--- config.mk ---
export PLATFORM = sky130hd
export DESIGN_NAME = keypad_scan_ctrl
export DESIGN_NICKNAME = d
export VERILOG_FILES = /design/src/rtl/keypad_pkg.sv /design/src/rtl/keypad_debounce.sv /design/src/rtl/keypad_scan_ctrl.sv
export SDC_FILE = /design/constraint.sdc
export NUM_CORES = 1
export LEC_CHECK = 0
export CAP_MARGIN = 15
export CORE_UTILIZATION = 36
export CTS_CLUSTER_DIAMETER = 100
export CTS_CLUSTER_SIZE = 20
export DETAILED_ROUTE_END_ITERATION = 10
export GPL_TIMING_DRIVEN = 1
export PLACE_DENSITY = 0.55
export SLEW_MARGIN = 20
export SYNTH_ARGS = -nofsm -noshare
export SYNTH_HDL_FRONTEND = slang
export SYNTH_SLANG_ARGS = --single-unit
--- constraint.sdc ---
create_clock -name clk -period 26.7 [get_ports clk]
set_input_delay 5.34 -clock clk [delete_from_list [all_inputs] [get_ports clk]]
set_output_delay 5.34 -clock clk [all_outputs]
set_load 0.03 [all_outputs]
--- src/rtl/keypad_pkg.sv ---
// Shared constants and enumerations for the 4x4 keypad scanner and its debounce filter.
package keypad_pkg;

  localparam int NUM_ROWS = 4;
  localparam int NUM_COLS = 4;
  localparam int KEY_W    = 4;

  typedef enum logic [1:0] {
    FRAME_NONE,
    FRAME_SINGLE,
    FRAME_MULTI
  } frame_class_t;

  typedef enum logic [1:0] {
    ST_IDLE,
    ST_DRIVE,
    ST_SAMPLE,
    ST_EVAL
  } scan_state_t;

endpackage

--- src/rtl/keypad_debounce.sv ---
// Frame-level debounce filter: accepts a frame result after DEBOUNCE_SCANS identical frames.
// Optional auto-repeat of the held key is built when KEYPAD_REPEAT_EN is defined.
module keypad_debounce
  import keypad_pkg::*;
#(
  parameter int DEBOUNCE_SCANS = 4
`ifdef KEYPAD_REPEAT_EN
  ,
  parameter int REPEAT_DELAY_SCANS = 32,
  parameter int REPEAT_RATE_SCANS  = 8
`endif
) (
  input  logic             clk,
  input  logic             reset,
  input  logic             clear,
  input  logic             frame_strobe,
  input  logic [1:0]       frame_class,
  input  logic [KEY_W-1:0] frame_code,
  output logic             key_valid,
  output logic [KEY_W-1:0] key,
  output logic             key_held,
  output logic             multi_key
);

  logic [1:0]       cand_class;
  logic [KEY_W-1:0] cand_code;
  logic [3:0]       count;
  logic [3:0]       count_next;
  logic             reported;
  logic             accept;

`ifdef KEYPAD_REPEAT_EN
  logic [7:0] rep_cnt;
  logic [7:0] rep_cnt_next;
  logic       rep_first;
  logic [7:0] rep_target;
`endif

  always_comb begin
    count_next = 4'd1;
    if (frame_class == cand_class && frame_code == cand_code) begin
      count_next = (count == 4'hF) ? count : count + 4'd1;
    end
    accept = (count_next == 4'(DEBOUNCE_SCANS));
`ifdef KEYPAD_REPEAT_EN
    rep_cnt_next = rep_cnt + 8'd1;
    rep_target   = rep_first ? 8'(REPEAT_DELAY_SCANS) : 8'(REPEAT_RATE_SCANS);
`endif
  end

  // A scan_en drop clears the filter like reset but keeps the last accepted key.
  always_ff @(posedge clk) begin
    if (reset) begin
      cand_class <= FRAME_NONE;
      cand_code  <= '0;
      count      <= '0;
      reported   <= 1'b0;
      key_valid  <= 1'b0;
      key        <= '0;
      key_held   <= 1'b0;
      multi_key  <= 1'b0;
`ifdef KEYPAD_REPEAT_EN
      rep_cnt    <= '0;
      rep_first  <= 1'b1;
`endif
    end else if (clear) begin
      cand_class <= FRAME_NONE;
      cand_code  <= '0;
      count      <= '0;
      reported   <= 1'b0;
      key_valid  <= 1'b0;
      key_held   <= 1'b0;
      multi_key  <= 1'b0;
`ifdef KEYPAD_REPEAT_EN
      rep_cnt    <= '0;
      rep_first  <= 1'b1;
`endif
    end else begin
      key_valid <= 1'b0;
      if (frame_strobe) begin
        cand_class <= frame_class;
        cand_code  <= frame_code;
        count      <= count_next;
`ifdef KEYPAD_REPEAT_EN
        if (key_held) begin
          if (rep_cnt_next == rep_target) begin
            key_valid <= 1'b1;
            rep_cnt   <= '0;
            rep_first <= 1'b0;
          end else begin
            rep_cnt <= rep_cnt_next;
          end
        end
`endif
        if (accept) begin
          if (frame_class == FRAME_SINGLE) begin
            if (!reported) begin
              key       <= frame_code;
              key_valid <= 1'b1;
              key_held  <= 1'b1;
              reported  <= 1'b1;
`ifdef KEYPAD_REPEAT_EN
              rep_cnt   <= '0;
              rep_first <= 1'b1;
`endif
            end
          end else begin
            key_valid <= 1'b0;
            key_held  <= 1'b0;
            multi_key <= (frame_class == FRAME_MULTI);
            reported  <= (frame_class == FRAME_MULTI);
`ifdef KEYPAD_REPEAT_EN
            rep_cnt   <= '0;
            rep_first <= 1'b1;
`endif
          end
        end
      end
    end
  end

endmodule

--- src/rtl/keypad_scan_ctrl.sv ---
// Column scan sequencer with row synchronizer and frame accumulator for a 4x4 keypad.
// Define KEYPAD_REPEAT_EN to enable auto-repeat of a held key.
module keypad_scan_ctrl
  import keypad_pkg::*;
#(
  parameter int SETTLE_CYCLES  = 16,
  parameter int DEBOUNCE_SCANS = 4
`ifdef KEYPAD_REPEAT_EN
  ,
  parameter int REPEAT_DELAY_SCANS = 32,
  parameter int REPEAT_RATE_SCANS  = 8
`endif
) (
  input  logic                clk,
  input  logic                reset,
  input  logic                scan_en,
  input  logic [NUM_ROWS-1:0] rows,
  output logic [NUM_COLS-1:0] cols,
  output logic [1:0]          counter_cols,
  output logic [KEY_W-1:0]    key,
  output logic                key_valid,
  output logic                key_held,
  output logic                multi_key
);

  localparam int SW = $clog2(SETTLE_CYCLES);
  localparam logic [SW-1:0] SETTLE_LAST = SW'(SETTLE_CYCLES - 1);

  scan_state_t state, state_next;
  logic [1:0]                         col_next;
  logic [SW-1:0]                      settle_cnt, settle_next;
  logic [NUM_COLS-1:0][NUM_ROWS-1:0]  acc, acc_next;
  logic [NUM_COLS-1:0]                cols_next;
  logic [NUM_ROWS-1:0]                rows_meta, rows_sync;
  frame_class_t                       fr_class;
  logic [KEY_W-1:0]                   fr_code;
  logic [KEY_W-1:0]                   hit_code;
  logic [4:0]                         hits;

  always_ff @(posedge clk) begin
    if (reset) begin
      rows_meta    <= '0;
      rows_sync    <= '0;
      state        <= ST_IDLE;
      counter_cols <= '0;
      settle_cnt   <= '0;
      acc          <= '0;
      cols         <= '0;
    end else begin
      rows_meta    <= rows;
      rows_sync    <= rows_meta;
      state        <= state_next;
      counter_cols <= col_next;
      settle_cnt   <= settle_next;
      acc          <= acc_next;
      cols         <= cols_next;
    end
  end

  // cols is registered from the next-state decision so it always matches the state.
  always_comb begin
    state_next  = state;
    col_next    = counter_cols;
    settle_next = settle_cnt;
    acc_next    = acc;
    cols_next   = '0;
    if (!scan_en) begin
      state_next  = ST_IDLE;
      col_next    = '0;
      settle_next = '0;
      acc_next    = '0;
    end else begin
      case (state)
        ST_IDLE: begin
          state_next  = ST_DRIVE;
          col_next    = '0;
          settle_next = '0;
          cols_next   = 4'b0001;
        end
        ST_DRIVE: begin
          cols_next = 4'b0001 << counter_cols;
          if (settle_cnt == SETTLE_LAST) begin
            state_next  = ST_SAMPLE;
            settle_next = '0;
          end else begin
            settle_next = settle_cnt + 1'b1;
          end
        end
        ST_SAMPLE: begin
          acc_next[counter_cols] = acc[counter_cols] | rows_sync;
          if (counter_cols == 2'd3) begin
            state_next = ST_EVAL;
          end else begin
            state_next = ST_DRIVE;
            col_next   = counter_cols + 2'd1;
            cols_next  = 4'b0001 << (counter_cols + 2'd1);
          end
        end
        default: begin
          acc_next   = '0;
          state_next = ST_DRIVE;
          col_next   = '0;
          cols_next  = 4'b0001;
        end
      endcase
    end
  end

  // Count intersections in the finished frame; the code is only meaningful for a single hit.
  always_comb begin
    hits     = '0;
    hit_code = '0;
    for (int c = 0; c < NUM_COLS; c++) begin
      for (int r = 0; r < NUM_ROWS; r++) begin
        if (acc[c][r]) begin
          hits     = hits + 5'd1;
          hit_code = KEY_W'(r * NUM_COLS + c);
        end
      end
    end
    fr_class = (hits == 5'd0) ? FRAME_NONE : (hits == 5'd1) ? FRAME_SINGLE : FRAME_MULTI;
    fr_code  = (hits == 5'd1) ? hit_code : '0;
  end

  keypad_debounce #(
    .DEBOUNCE_SCANS     (DEBOUNCE_SCANS)
`ifdef KEYPAD_REPEAT_EN
    ,
    .REPEAT_DELAY_SCANS (REPEAT_DELAY_SCANS),
    .REPEAT_RATE_SCANS  (REPEAT_RATE_SCANS)
`endif
  ) u_debounce (
    .clk          (clk),
    .reset        (reset),
    .clear        (~scan_en),
    .frame_strobe (state == ST_EVAL),
    .frame_class  (fr_class),
    .frame_code   (fr_code),
    .key_valid    (key_valid),
    .key          (key),
    .key_held     (key_held),
    .multi_key    (multi_key)
  );

endmodule

* After elaboration in Yosys (flattened, before gate mapping) *
Index checks and enable logic that the tools add are counted.

storage, ports and cells
  register bits = 54
  output and inout port bits = 13

cells by class
  add/sub/neg operators = 18
  magnitude comparators = 2
  eq/ne operators = 15
  shift-type cells = 2
  multiplexer cells = 55
  bitwise gates (word level) = 7
  reduce and logical (&&, ||, !) cells = 13

operators with widths
  kind                 count
  $mux 4               21
  $add 5x1->5 const B  15
  $mux 5               15
  $pmux 16 s2          1
  $bwmux 16            1
  $pmux 4 s2           2
  $mux 2               5
  $add 4x1->4 const B  2
  $bmux 4 s2           1
  $demux 4 s2          1
  $eq 2x2->1 const B   4
  $eq 4x4->1 const B   2
  $pmux 2 s2           2
  $shl 1x2->4 const A  2
  $ne 2x2->1 const B   3
  $not 1->1            6
  $reduce_and 3->1     2
  $eq 5x1->1 const B   1
  $logic_not 5->1      1
  $mux 1               5
  $reduce_and 5->1     1
  $reduce_or 5->1      1
  $eq 2x1->1 const B   2
  $eq 4x3->1 const B   1
  other kinds (12)     15

* Longest topological paths before layout *
Gate-level depths: netlist (run 1).

  depth in word-level cells = 40
  depth in mapped cells = 60

* Modules after synthesis *
From an unflattened synthesis (run 1), not the netlist that was laid out.

unflattened totals
  cells, all modules = 509
  area total of the unflattened synthesis = 4379.2 µm²

by module, submodules not included
  module            instances  cells an instance  area each (µm²)  seq. area each (µm²)
  keypad_scan_ctrl  1          403                3385.7           720.7
  keypad_debounce   1          106                993.5            360.3

* Least setup slack after synthesis (run 1) *
Ideal clock, no wire load.

  path kind = reg-to-reg
  from = register acc[0] (netlist name)
  to = register u_debounce.count[1]
  library setup time = 0.074 ns
  data arrival time = 10.034 ns
  required time = 26.626 ns
  path slack = 16.591 ns
  cell stages (with the launch flop) = 59
  path buffers = 3
  clock period less this slack = 10.109 ns
  cells stage by stage = dfxtp_1 ha_1 nor2b_1 or2_2 ha_1 nand2b_1 o21ai_0 inv_1 ha_1 nand2_1 o21ai_0 ha_1 nand2_1 o21a_1 nand2_1 ha_1 nor2_1 a31oi_1 [23 not listed] mux2_2 o21a_1 ha_1 mux2_2 ha_1 nand3_1 nor4_1 o21ai_0 or2_2 mux2i_1 nor2_1 and4b_1 nor2_1 mux2i_1 buf_4 buf_6 nand4_1 a31oi_1

on the way
  cells in the longest elaborated chain, start to end = 37

RTL lines
  item                    RTL line                                          source
  start, declared         keypad_scan_ctrl.sv:32                            logic [NUM_COLS-1:0][NUM_ROWS-1:0] acc, acc_next;
  start signal, assigned  keypad_scan_ctrl.sv:55                            acc <= acc_next;
  $mux 1 *                keypad_scan_ctrl.sv:115                           if (acc[c][r]) begin
  $add 5x1->5             keypad_scan_ctrl.sv:116                           hits = hits + 5'd1;
  $mux 5 *                keypad_scan_ctrl.sv:115
  $add 5x1->5             keypad_scan_ctrl.sv:116
  $mux 5 *                keypad_scan_ctrl.sv:115
  $add 5x1->5             keypad_scan_ctrl.sv:116
  $mux 5 *                keypad_scan_ctrl.sv:115
  $add 5x1->5             keypad_scan_ctrl.sv:116
  [20 not listed]         -
  $mux 5 *                keypad_scan_ctrl.sv:115
  $add 5x1->5             keypad_scan_ctrl.sv:116
  $mux 5 *                keypad_scan_ctrl.sv:115
  $eq 5x1->1              keypad_scan_ctrl.sv:121, keypad_scan_ctrl.sv:122
  $mux 2 (2 in a row)     keypad_scan_ctrl.sv:121                           fr_class = (hits == 5'd0) ? FRAME_NONE : (hits == 5'd1) ? FRAME_SINGLE : FRAME_MULTI;
  $eq 2x2->1              keypad_debounce.sv:41                             if (frame_class == cand_class && frame_code == cand_code) begin
  $logic_and 1x1->1 *     keypad_debounce.sv:41
  $mux 4 *                keypad_debounce.sv:41
  end signal, assigned    keypad_debounce.sv:83                             count <= count_next;
  end, declared           keypad_debounce.sv:27                             logic [3:0] count;

Mark *: on every way between the ends. The rest lies on a longest branch, timed or not.
A chain may end at the register's enable or synchronous reset.

* Final worst setup path (run 1) *
  from = register acc[0] (netlist name)
  to = register u_debounce.count[2]

Same word-level chain as after synthesis.

==> metrics.txt, run 1 <==
status completed; DR DRC count 0; Place WS 15.31 ns; clk slew on worst S/H paths approximately 0.070 ns; Mapped Area 4710 µm²; Worst Setup SP acc[0]; max-cap check violation count 0; site row count between 40 and 50; VDD IR-drop max 0.0467 mV; vias per cell 5.38; Least-Margin Pin Slew 0.843 ns; router iterations before antenna repair 4; Filler cells 1303; Ys Warns 0; Clock Latency Late Sink around 0.29 ns; largest net degree at the start of global routing 37; CP max FO 17; most used cell, CP ha_1; TritonCTS Buffers 5; # port buffers 19; RR Endpoint u_debounce.count[2]; Syn Area/Cell 8.57 µm²; Hold EP rows_sync[1]; clock buffer depth 2; CP Depth 55; Area Growth Syn to Fin 8.91%; Post-CTS Resized 0; H-tree depth 2; Crit Path Class flop to flop; GRT Util Overall 0.161; TNS Setup 0 ns; element type at the critical path end flop; skew final 0.00615 ns; DR iter-0 viols 179; minimum clock period 11.39 ns; Distinct cells, synth 78; initial antenna violation count 0; PD cells 31.3 nW/µm²; GPL Wtd Cong 0.789; Worst R2R Start acc[0]; final antenna-violating net count 0; ys flop type dfxtp_1; Slew Limit Headroom 0.438; hold depth 1; CTS tree yes; initial core utilization 0.371; critical path's slowest cell or3b_1; Final Max Slew Viols 0; Multi-input gate area 3350 µm²; R2R Setup Slk 15.31 ns; HPWL Detailed 7630 µm; CTS root buffer clkbuf_16; Die X 116 µm; max incr delay on CP 0.44 ns; period utilization 0.427; Final #Nets between 500 and 600; first-pass GRT wire length about 18000 µm; register area 1080 µm²; syn_nets 586; Die ar. 13500 µm²; leakage power slightly below 2 nW; grt total ovfl 0; HP Start rows_meta[1]; Critical Path RT between 20 and 30 ns; worst setup margin 15.31 ns; vias in the first global route 3706; n_diodes 0; critical path data arrival time between 10 and 15 ns; count of final setup violators 0; DR vias roughly 3.9k; core area 12700 µm²; Seq/Total Area, Yosys 0.230; wire per inst 14.2 µm; Max Freq 87.8 MHz; Async SR Flop Fraction 0; Synth Instances 549; Critical Path Start Type flop; Fin. Hold Viols 0; worst-case reg-to-reg path depth 55; RSZ-0062 raised after global routing false; die height 116 µm; post-CTS setup repair buffer count 0; Hold Buf Count CTS 0; IO Pins 20; Sink Count 54; drt total wl 10200 µm; CP top delay family adder cells; Post-synth EDFFs 0; Worst Path Buf+Inv 3; flops & latches, synth 54; layout cells sized above 1 0.0902; worst hold-check path type flop to flop
-- placed cells by master (no fill, tap or decap), types with 4 or more instances in the layout --
cell type        synthesis  final
nand4_1                  7      7
a21oi_1                 31     31
nor2b_1                 18     18
a211oi_1                 4      4
nor2_1                  54     54
mux4_2                   5      5
o21ai_0                 22     22
mux2_2                   5      5
nand2_1                 36     36
clkbuf_16                0      5
nand4b_1                 5      5
o21a_1                   9      9
inv_1                   25     25
nand3b_1                 9      9
mux2i_1                  7      7
a41o_1                   6      6
nor3b_1                  5      5
o21bai_1                 4      4
a41oi_1                  4      4
and2_1                   5      5
ha_1                    30     30
xnor2_1                 15     15
nand2b_1                12     12
a32oi_1                 16     16
xnor3_1                  6      6
nand3_1                 17     17
a31oi_1                  6      6
dfxtp_1                 54     54
clkdlybuf4s50_1          0     19
nor3_1                  11     11
a22oi_1                  6      6
xor2_1                  14     14
xnor2_2                  4      4
or2_2                    6      6
-- cell families after synthesis --
family          Yosys count  share of synthesized area
compound gates          134                      0.203
xor+xnor                 48                      0.145
fa+ha+maj                31                     0.0819
buf+inv                  61                     0.0577
flops                    54                      0.230
mux                      18                     0.0540
simple gates            203                      0.228
-- stage by stage --
stage	hold slack, ns	power, mW	util	cells	area [µm²]
after global placement	0.429	0.0901	0.392	708	4960
after global routing	0.453	0.166	0.404	715	5120
after floorplan	0.414	0.0878	-	549	4710
final	0.434	0.160	0.404	715	5120
after CTS	0.438	0.162	0.404	715	5120
after detailed placement	0.427	0.0901	0.392	708	4960
-- how the worst max path moves through the flow --
stage,endpoint,slack (ns)
after floorplan,u_debounce.count[1],16.59
after global placement,u_debounce.count[2],15.73
after detailed placement,u_debounce.count[2],15.31
after CTS,u_debounce.count[2],15.28
after global routing,u_debounce.count[2],14.23
final,u_debounce.count[2],15.31
-- synth_stat cells, drive strengths merged (6+ instances only) --
master	number	area, µm²
a22oi	6	45.0
nor3	11	55.1
mux2i	7	70.1
clkbuf	24	90.1
nand3	18	95.1
nand2b	12	75.1
nand4	7	43.8
buf	10	75.1
o21a	9	67.6
xnor2	22	279
inv	27	106
dfxtp	54	1080
or2	6	37.5
a41o	6	60.1
nand3b	9	67.6
ha	30	375
nor2	54	203
mux2	6	71.3
o21ai	23	115
nor2b	18	113
xnor3	8	183
xor2	15	150
a31oi	6	37.5
a21oi	32	171
a32oi	17	156
nand2	36	135
-- layout make-up --
class	instances	share of cell area
Sequential cell	54	0.211
Clock inverter	2	0.00757
Inverter	27	0.0208
Multi-Input combinational cell	434	0.654
Clock buffer	5	0.0244
Tap cell	172	0.0420
Timing Repair Buffer	21	0.0400
-- metal layers --
| metal | global-route usage | vias up | share of wire |
|---|---|---|---|
| met2 | 0.271 | 67 | 0.47 |
| met1 | 0.215 | 1786 | 0.49 |
| met4 | 0.0530 | 0 | 0.020 |
| met3 | 0.0166 | 16 | 0.021 |
| met5 | 0 | - | 0 |
| li1 | - | 1981 | - |
-- power by group --
part           total (mW)  internal (mW)  switching, mW
clock network      0.0719         0.0439         0.0281
registers          0.0817         0.0813       0.000420
logic             0.00652        0.00248        0.00404
total               0.160          0.128         0.0325
-- sequential cells by signal, indices dropped and copies added, names as in the netlist --
signal	flops
u_debounce.cand_class	2
rows_meta	4
u_debounce.key_valid	1
rows_sync	4
u_debounce.key	4
u_debounce.count	4
u_debounce.cand_code	4
acc	16
u_debounce.multi_key	1
cols	4
counter_cols	2
u_debounce.reported	1
u_debounce.key_held	1
state	2
settle_cnt	4
(Power assumes the default switching activity.)
==> run 2, diff against run 1 <==
==> constraint.sdc (replaced) <==
create_clock -name clk -period 10.7 [get_ports clk]
set_input_delay 2.14 -clock clk [delete_from_list [all_inputs] [get_ports clk]]
set_output_delay 2.14 -clock clk [all_outputs]
set_load 0.03 [all_outputs]
==> run 2 against run 1 <==
- critical path depth increased by 2
- clock power increased to 2.6 times the previous value
- wire length up 11%
- clock skew shrank 0.0036 ns
- global-route usage is 0.94 points higher
- utilization grew 3.0 points
- largest cell class unchanged
- worst hold slack improved by 0.0071 ns
- cell area up 7.5%
==> metrics.txt, run 2 (synthesized netlist as in run 1, its figures left out) <==
DR top layer met4; critical path data arrival time 10.43 ns (-1.17 ns); period utilization 0.957 (+0.531); site row count 41 (unchanged); met3 routed WL 246 µm (+15%); R2R Setup Slk 0.46 ns (-14.85 ns); Worst setup endpoint u_debounce.key_held; CP max FO 7 (-10); clock buffer depth 2 (unchanged); count of final setup violators 0 (unchanged); worst hold-check path type flop to flop; CTS root buffer clkbuf_16; Finished Layout Cells 740 (+3.5%); initial antenna violation count 0 (unchanged); CTS tree yes; element type at the critical path end flop; Place WS -0.167 ns (-15.47 ns); DR iter-0 viols 202 (+13%); commonest non-fill, non-tap cells in the layout nor2_1, dfxtp_1, nand2_1; max-cap check violation count 0 (unchanged); VDD IR-drop max 0.148 mV (+220%); drt total wl 11200 µm (+11%); worst-case reg-to-reg path depth 57 (+3.6%); Sink Count 54 (unchanged); grt total ovfl 0 (unchanged); Met2 Wirelength 5480 µm (+14%); DR DRC count 0 (unchanged); core area 12700 µm² (unchanged); Hold Buf Count CTS 0 (unchanged); HPWL Detailed 7920 µm (+3.8%); Crit Path Class flop to flop; hold depth 1 (unchanged); GPL Wtd Cong 0.811 (+2.7%); layout cells sized above 1 0.180 (+0.0893); H-tree depth 2 (unchanged); Max Freq 97.6 MHz (+11%); wire per inst 15.2 µm (+6.9%); leakage power 2.06 nW (+5.6%); Worst R2R Start acc[0]; TNS Setup 0 ns (unchanged); skew final 0.00259 ns (-0.00355 ns); vias in the first global route 3866 (+4.3%); router iterations before antenna repair 4 (unchanged); n_diodes 0 (unchanged); Largest Register acc; metal1 wirelength 5330 µm (+7.7%); largest net degree at the start of global routing 37 (unchanged); Largest register FFs 16 (unchanged); Final Max Slew Viols 0 (unchanged); first-pass GRT wire length 18400 µm (+4.3%); IO Pins 20 (unchanged); DR vias 4026 (+4.6%); final antenna-violating net count 0 (unchanged); Critical Path Start Type flop; Final #Nets 604 (+4.1%); max incr delay on CP 0.51 ns (+0.07 ns); RR Endpoint u_debounce.key_held; Clock Latency Late Sink 0.30 ns (about the same); Area Growth Syn to Fin 17.0%; vias per cell 5.44 (+1.0%); Fin. Hold Viols 0 (unchanged); status completed; Total Power 0.405 mW (+150%); Post-Place Cells 716 (+1.1%); Die ar. 13500 µm² (unchanged); worst setup margin 0.455 ns (-14.85 ns); die height 116 µm (unchanged); Worst Setup SP acc[0]; most used cell, CP ha_1; Least-Margin Pin Slew 0.791 ns (-0.0519 ns); critical path's slowest cell or4bb_1; Die X 116 µm (unchanged); Slew Limit Headroom 0.471 (+0.0327); minimum clock period 10.24 ns (-1.15 ns); PD cells 73.5 nW/µm² (+140%); initial core utilization 0.371 (unchanged); # port buffers 19 (unchanged); TritonCTS Buffers 5 (unchanged); clk slew on worst S/H paths 0.07 ns (about the same); GRT Util Overall 0.170 (+0.00939); Critical Path RT 10.89 ns (-16.01 ns)
## run 2: changes by cell type in the layout (fill, tap and decap cells not counted), moves of 3 or more
| cell | before | now |
|---|---|---|
| nand2_2 | 0 | 3 |
| ha_1 | 30 | 22 |
| o21ai_1 | 1 | 6 |
| o21ai_0 | 22 | 16 |
| nand2_1 | 36 | 33 |
| buf_6 | 0 | 3 |
| ha_4 | 0 | 6 |
| buf_4 | 2 | 23 |
## run 2: routing by layer
layer  track usage  up-vias
li1              -     2031
met1         0.221     1930
met2         0.293       54
met3        0.0187       11
met4        0.0564        0
met5             0        -
## run 2: layout make-up
cell class / instances / area (µm²)
well taps: 172 / 215
fillers: 1265 / 7160
repair buffers: 45 / 397
multi-input cells: 434 / 3540
flip-flops and latches: 54 / 1090
clock buffers: 7 / 133
clock inverters: 1 / 30.0
inverters: 27 / 106
## run 2: repair_timing
item / in CTS / in global routing
gates resized for setup: 9 / 40
cloned: 0 / 2
pin swaps: 2 / 12
endpoints found under the hold margin: 0 / 0
endpoints found under the setup margin: 12 / 18
buffers inserted: 8 / 6
## run 2: how the worst min path moves through the flow
stage	startpoint	endpoint	slack [ns]
after global placement	rows_meta[3]	rows_sync[3]	0.43
after CTS	rows_meta[1]	rows_sync[1]	0.45
final	rows_meta[1]	rows_sync[1]	0.44
after global routing	rows_meta[1]	rows_sync[1]	0.46
after detailed placement	rows_meta[1]	rows_sync[1]	0.43
after floorplan	rows_meta[0]	rows_sync[0]	0.41
## run 2: through the flow
stage               cell area [µm²]  utilization  hold WS, ns
global placement               5020        0.396        0.430
floorplan                      4710            -        0.414
global route                   5510        0.435        0.462
detailed placement             5020        0.396        0.431
CTS                            5260        0.415        0.449
finish                         5510        0.435        0.441
## run 2: where the power goes
group / switching [mW] / total [mW] / internal (mW)
clock: 0.0735 / 0.184 / 0.111
combinational: 0.0103 / 0.0165 / 0.00623
sequential: 0.00110 / 0.204 / 0.203
total: 0.0849 / 0.405 / 0.320
## run 2: critical path: cells and delay by family (launching register included)
kind / cells / cell delay [ns]
compound gates: 14 / 1.77
fa+ha+maj: 14 / 3.63
buf+inv: 6 / 0.63
flops: 1 / 0.36
mux: 4 / 0.91
simple gates: 19 / 2.82
